## src/rtl/window_scheduler.sv

```systemverilog
// window_scheduler: paces pixels into a double line buffer and raises a
// 3x3 window strobe for every stride-aligned window position of the frame.
// Ports: clk, reset (sync, active high); start/busy/frame_done frame control;
// in_valid/in_ready pixel handshake; lb_push/lb_clear line-buffer control;
// win_valid/out_ready window handshake; row/col next pixel; win_count windows.
// Build option WIN_SCHED_BACKPRESSURE_EN: adds out_ready. Without it, windows
// are one-cycle pulses and in_ready is high for the whole LOAD state.
`timescale 1ns/1ps
module window_scheduler #(
  parameter int DATA_WIDTH = 8,
  parameter int IMG_WIDTH  = 4,
  parameter int IMG_HEIGHT = 4,
  parameter int STRIDE     = 1
) (
  input  logic                          clk,
  input  logic                          reset,
  input  logic                          start,
  output logic                          busy,
  output logic                          frame_done,
  input  logic                          in_valid,
  output logic                          in_ready,
  output logic                          lb_push,
  output logic                          lb_clear,
  output logic                          win_valid,
`ifdef WIN_SCHED_BACKPRESSURE_EN
  input  logic                          out_ready,
`endif
  output logic [$clog2(IMG_HEIGHT)-1:0] row,
  output logic [$clog2(IMG_WIDTH)-1:0]  col,
  output logic [15:0]                   win_count
);

  localparam int RW = $clog2(IMG_HEIGHT);
  localparam int CW = $clog2(IMG_WIDTH);
  localparam logic [RW-1:0] ROW_LAST = RW'(IMG_HEIGHT - 1);
  localparam logic [CW-1:0] COL_LAST = CW'(IMG_WIDTH - 1);

  // Pixel data never passes through here; DATA_WIDTH only documents the
  // companion datapath, so it is just range-checked with the geometry.
  if (DATA_WIDTH < 1 || IMG_WIDTH < 3 || IMG_HEIGHT < 3 ||
      (STRIDE != 1 && STRIDE != 2)) begin : g_param_check
    $error("window_scheduler: unsupported parameters");
  end

  typedef enum logic [1:0] {
    IDLE,
    LOAD,
    DONE
  } state_t;

  state_t state;

`ifndef WIN_SCHED_BACKPRESSURE_EN
  logic out_ready;
  assign out_ready = 1'b1;
`endif

  logic qual;
  logic is_last;
  logic stride_ok;

  // With stride 2 the aligned positions are exactly the even ones, since
  // (r-2) and r share parity.
  assign stride_ok = (STRIDE == 1) || (!row[0] && !col[0]);
  assign qual      = (row >= RW'(2)) && (col >= CW'(2)) && stride_ok;
  assign is_last   = (row == ROW_LAST) && (col == COL_LAST);

  // A window still waiting for the consumer blocks intake, so no new
  // window can be produced before the pending one is taken.
  assign in_ready = (state == LOAD) && !(win_valid && !out_ready);
  assign lb_push  = in_valid && in_ready;
  assign busy     = (state != IDLE);

  always_ff @(posedge clk) begin
    if (reset) begin
      state      <= IDLE;
      row        <= '0;
      col        <= '0;
      win_count  <= '0;
      win_valid  <= 1'b0;
      frame_done <= 1'b0;
      lb_clear   <= 1'b0;
    end else begin
      lb_clear   <= 1'b0;
      frame_done <= 1'b0;

      if (win_valid && out_ready && win_count != 16'hFFFF) begin
        win_count <= win_count + 16'd1;
      end

      // A push only happens when any pending window is being taken.
      if (lb_push) begin
        win_valid <= qual;
      end else if (out_ready) begin
        win_valid <= 1'b0;
      end

      unique case (state)
        IDLE: begin
          if (start) begin
            state     <= LOAD;
            lb_clear  <= 1'b1;
            row       <= '0;
            col       <= '0;
            win_count <= '0;
          end
        end
        LOAD: begin
          if (lb_push) begin
            if (is_last) begin
              state <= DONE;
              row   <= '0;
              col   <= '0;
            end else if (col == COL_LAST) begin
              col <= '0;
              row <= row + RW'(1);
            end else begin
              col <= col + CW'(1);
            end
          end
        end
        DONE: begin
          if (!win_valid) begin
            frame_done <= 1'b1;
            state      <= IDLE;
          end
        end
        default: state <= IDLE;
      endcase
    end
  end

endmodule

```

## config.mk

```make
export PLATFORM = sky130hd
export DESIGN_NAME = window_scheduler
export DESIGN_NICKNAME = d
export VERILOG_FILES = /design/src/rtl/window_scheduler.sv
export SDC_FILE = /design/constraint.sdc
export NUM_CORES = 1
export LEC_CHECK = 0
export CAP_MARGIN = 0
export CORE_AREA = 2 2 59 61
export DETAILED_ROUTE_END_ITERATION = 7
export DIE_AREA = 0 0 61 63
export PLACE_DENSITY_LB_ADDON = 0.08
export SLEW_MARGIN = 30
export SYNTH_ARGS = -nofsm -noshare
export SYNTH_HDL_FRONTEND = slang
export SYNTH_SLANG_ARGS = --single-unit
```

## constraint.sdc

```tcl
create_clock -name clk -period 5.2 [get_ports clk]
set_clock_uncertainty 0.15 [all_clocks]
set_input_delay 1.04 -clock clk [delete_from_list [all_inputs] [get_ports clk]]
set_output_delay 1.04 -clock clk [all_outputs]
set_load 0.005 [all_outputs]
```

==> results.py <==
metrics = {
    "critical_path": {
        "arrival_ns": 2.31,
        "path_class": "primary input to output pin",
        "crit_chain": "clkdlybuf4s50_1, and3b_1, clkdlybuf4s50_1",
        "crit_cells": 3,
        "crit_top_cell": "clkdlybuf4s50_1",
        "critical_path.top_delay_family": "buffers and inverters",
        "critPathCaptureType": "output pin",
        "cp_slowest_cell": "clkdlybuf4s50_1",
        "max_stage_delay_ns": 0.52,
        "cp_num_buf_inv": 2,
        "startpoint_type": "primary input",
        "rr_worst_depth": 5,
        "critPathRequiredTime_ns": 4.01,
        "critPathMaxFanout": 4,
    },
    "pwr": {
        "netSwitchingPower_mw": 0.0753,
        "ir_drop_mv": 0.0734,
        "power_frac_seq_pct": 63.2,
        "power.internal_mw": 0.233,
        "design_power_total_mw": 0.309,
        "swShare_pct": 24.4,
        "clkPwrFrac_pct": 30.0,
        "combinationalPowerShare_pct": 6.7,
        "powerDensity_nw_per_um2": 193,
        "p_leak_nw": 0.507,
    },
    "yosys": {
        "synth_edf_count": 0,
        "syn_inst": 146,
        "synthTopCellsByCount": "dfxtp_1 (25), a21oi_1 (13), nor2_1 (11)",
        "ys.warnings.count": 0,
        "ys_seq_area_share_pct": 40.1,
        "ys_ff_latch": 25,
        "synth_top_cell_area_share_pct": 40.1,
        "netlist_area_um2": 1250,
        "synthTopCellsByArea": "dfxtp_1 (40%), a21oi_1 (5.2%), ha_1 (5.0%)",
        "synthArstFlopShare_pct": 0,
        "syn_avg_cell_area_um2": 8.55,
        "yosysTopAreaCell": "dfxtp_1",
        "synthFlopType": "dfxtp_1",
        "synthDistinctLibCells": 40,
        "synth_most_common_cell": "dfxtp_1",
        "syn_nets": 155,
    },
    "sta": {
        "worst_pin_slew_ns": 0.807,
        "max_freq_mhz": 286,
        "period_share_pct": 67.3,
        "rsz0062_at_grt": "no",
        "fin_tns_setup_ns": 0,
        "slew_headroom_pct": 46.2,
        "slew_violations": 0,
        "setup_violations": 0,
        "hold_viol": 0,
        "period_needed_ns": 3.50,
    },
    "route": {
        "antenna_left": 0,
        "drcViolationCount": 0,
        "drt_iter0_markers": 48,
        "viasPerCell": 5.36,
        "routed_wl_um": 2860,
        "num_vias": 1169,
        "wl_per_cell_um": 13.1,
        "drt_pass1_iterations": 4,
    },
    "run": {
        "max_cap_viol_count": 0,
    },
    "grt": {
        "grt_usage_pct": 16.0,
        "grt_max_degree": 16,
        "grt-ovfl-total": 0,
        "grt_pass1_vias": 1049,
        "grt_pass1_wl_um": 4860,
        "antenna_found_initial": 0,
    },
    "cts": {
        "cts_tree": "yes",
        "cts_sinks": 25,
        "cts-root-buf": "clkbuf_4",
        "ctsResizeCount": 0,
        "clock_path_buffers": 2,
        "clkTransAtPathRegs_ns": 0.14,
        "post_cts_buffers": 0,
        "clkLatencyLatePin_ns": 0.33,
        "cts_buffers": 3,
        "cts_hold_buf": 0,
        "htreeDepth": 1,
    },
    "hold_path": {
        "hold_class": "flip-flop to flip-flop",
        "hold_path_depth": 2,
    },
    "floorplan": {
        "die_w_um": 61,
        "rows": 21,
        "dieArea_um2": 3840,
        "start_util_pct": 38.6,
        "die_h_um": 63,
        "io_pins": 30,
        "core_um2": 3230,
    },
    "finish": {
        "syn_to_final_growth_pct": 28.0,
        "multi_input_area_um2": 704,
        "seqCellArea_um2": 500,
        "fillers": 336,
        "nNetsFinal": 182,
        "stdcell_count": 218,
        "drive_gt1_share_pct": 5.23,
        "antenna_cells": 0,
    },
    "placement": {
        "io_buffers": 29,
        "place_inst": 214,
        "place_congestion": 0.733,
        "hpwl_um": 2080,
    },
    "outcome": {
        "status": "completed",
    },
}
-- logic make-up (layout without fill, tap and decap cells) --
| family | count (synthesis) | after routing | share of synthesized area [%] |
|---|---|---|---|
| simple gates | 67 | 67 | 31.1 |
| buf+inv | 11 | 37 | 3.51 |
| xor+xnor | 1 | 1 | 0.702 |
| fa+ha+maj | 5 | 5 | 5.01 |
| compound gates | 36 | 36 | 18.8 |
| flops | 25 | 25 | 40.1 |
| mux | 1 | 1 | 0.802 |
-- flip-flops by register name, summed over array words and instances (netlist names) --
register and cells:
row 2, win_count 16, state 2, col 2, frame_done 1, lb_clear 1, win_valid 1
-- final cells by class --
class	count	share of cell area [%]
inverter	4	0.940
clock buffer	3	1.41
clock inverter	1	0.470
tap	46	3.60
multi-input combinational	110	44.1
timing repair buffer	29	18.2
sequential	25	31.3
-- path summary, 6_finish.rpt --
kind                                              start                      end  slack, ns
worst max-delay path                           in_valid                  lb_push       1.70
worst min-delay path                row[0]$_SDFFE_PP0P_      row[0]$_SDFFE_PP0P_       0.36
worst max register to register  win_count[0]$_SDFF_PP0_  win_count[5]$_SDFF_PP0_       3.07
worst min register to register      row[0]$_SDFFE_PP0P_      row[0]$_SDFFE_PP0P_       0.36
-- routing by layer --
metal / vias up / wire length [um] / track usage [%]
met2: 28 / 1180 / 21.9
met4: 0 / 53 / 5.71
met5: - / 0 / 0
met1: 537 / 1510 / 25.2
met3: 5 / 114 / 1.86
li1: 599 / - / -
-- worst min-delay path, cell delays in order, from the launching register on --
cell and delay [ns]:
dfxtp_1 0.37, nand2_1 0.07, a21oi_1 0.05
-- power by group through the flow --
stage | logic [mW] | clock network, mW | registers, mW
after floorplan | 0.0124 | 0 | 0.198
after global placement | 0.0206 | 0 | 0.199
after detailed placement | 0.0208 | 0 | 0.199
after CTS | 0.0209 | 0.0948 | 0.195
after global routing | 0.0229 | 0.106 | 0.196
final | 0.0208 | 0.0926 | 0.195
-- placed cells by master, fill, tap and decap left out, drive strengths merged, types with 2 or more instances in the layout --
cell / n
and4: 2
nor4: 2
clkbuf: 3
and3: 2
nor3: 5
nor4b: 2
clkdlybuf4s50: 29
nand4: 6
or4: 4
o211ai: 2
nand2: 10
or2: 5
a21oi: 13
o31ai: 3
o41ai: 3
ha: 5
nor2: 11
dfxtp: 25
nand3: 5
nor2b: 2
inv: 4
or3: 7
o21ai: 8
nand3b: 2
-- per-stage QoR --
stage | area (um2) | setup WS [ns] | hold WS (ns) | util, %
floorplan | 1250 | 2.77 | 0.334 | -
global placement | 1570 | 1.72 | 0.343 | 48.5
detailed placement | 1570 | 1.70 | 0.348 | 48.5
CTS | 1600 | 1.70 | 0.372 | 49.4
global route | 1600 | 1.64 | 0.399 | 49.4
finish | 1600 | 1.70 | 0.364 | 49.4
No activity file was read; power rests on OpenSTA's default activity.
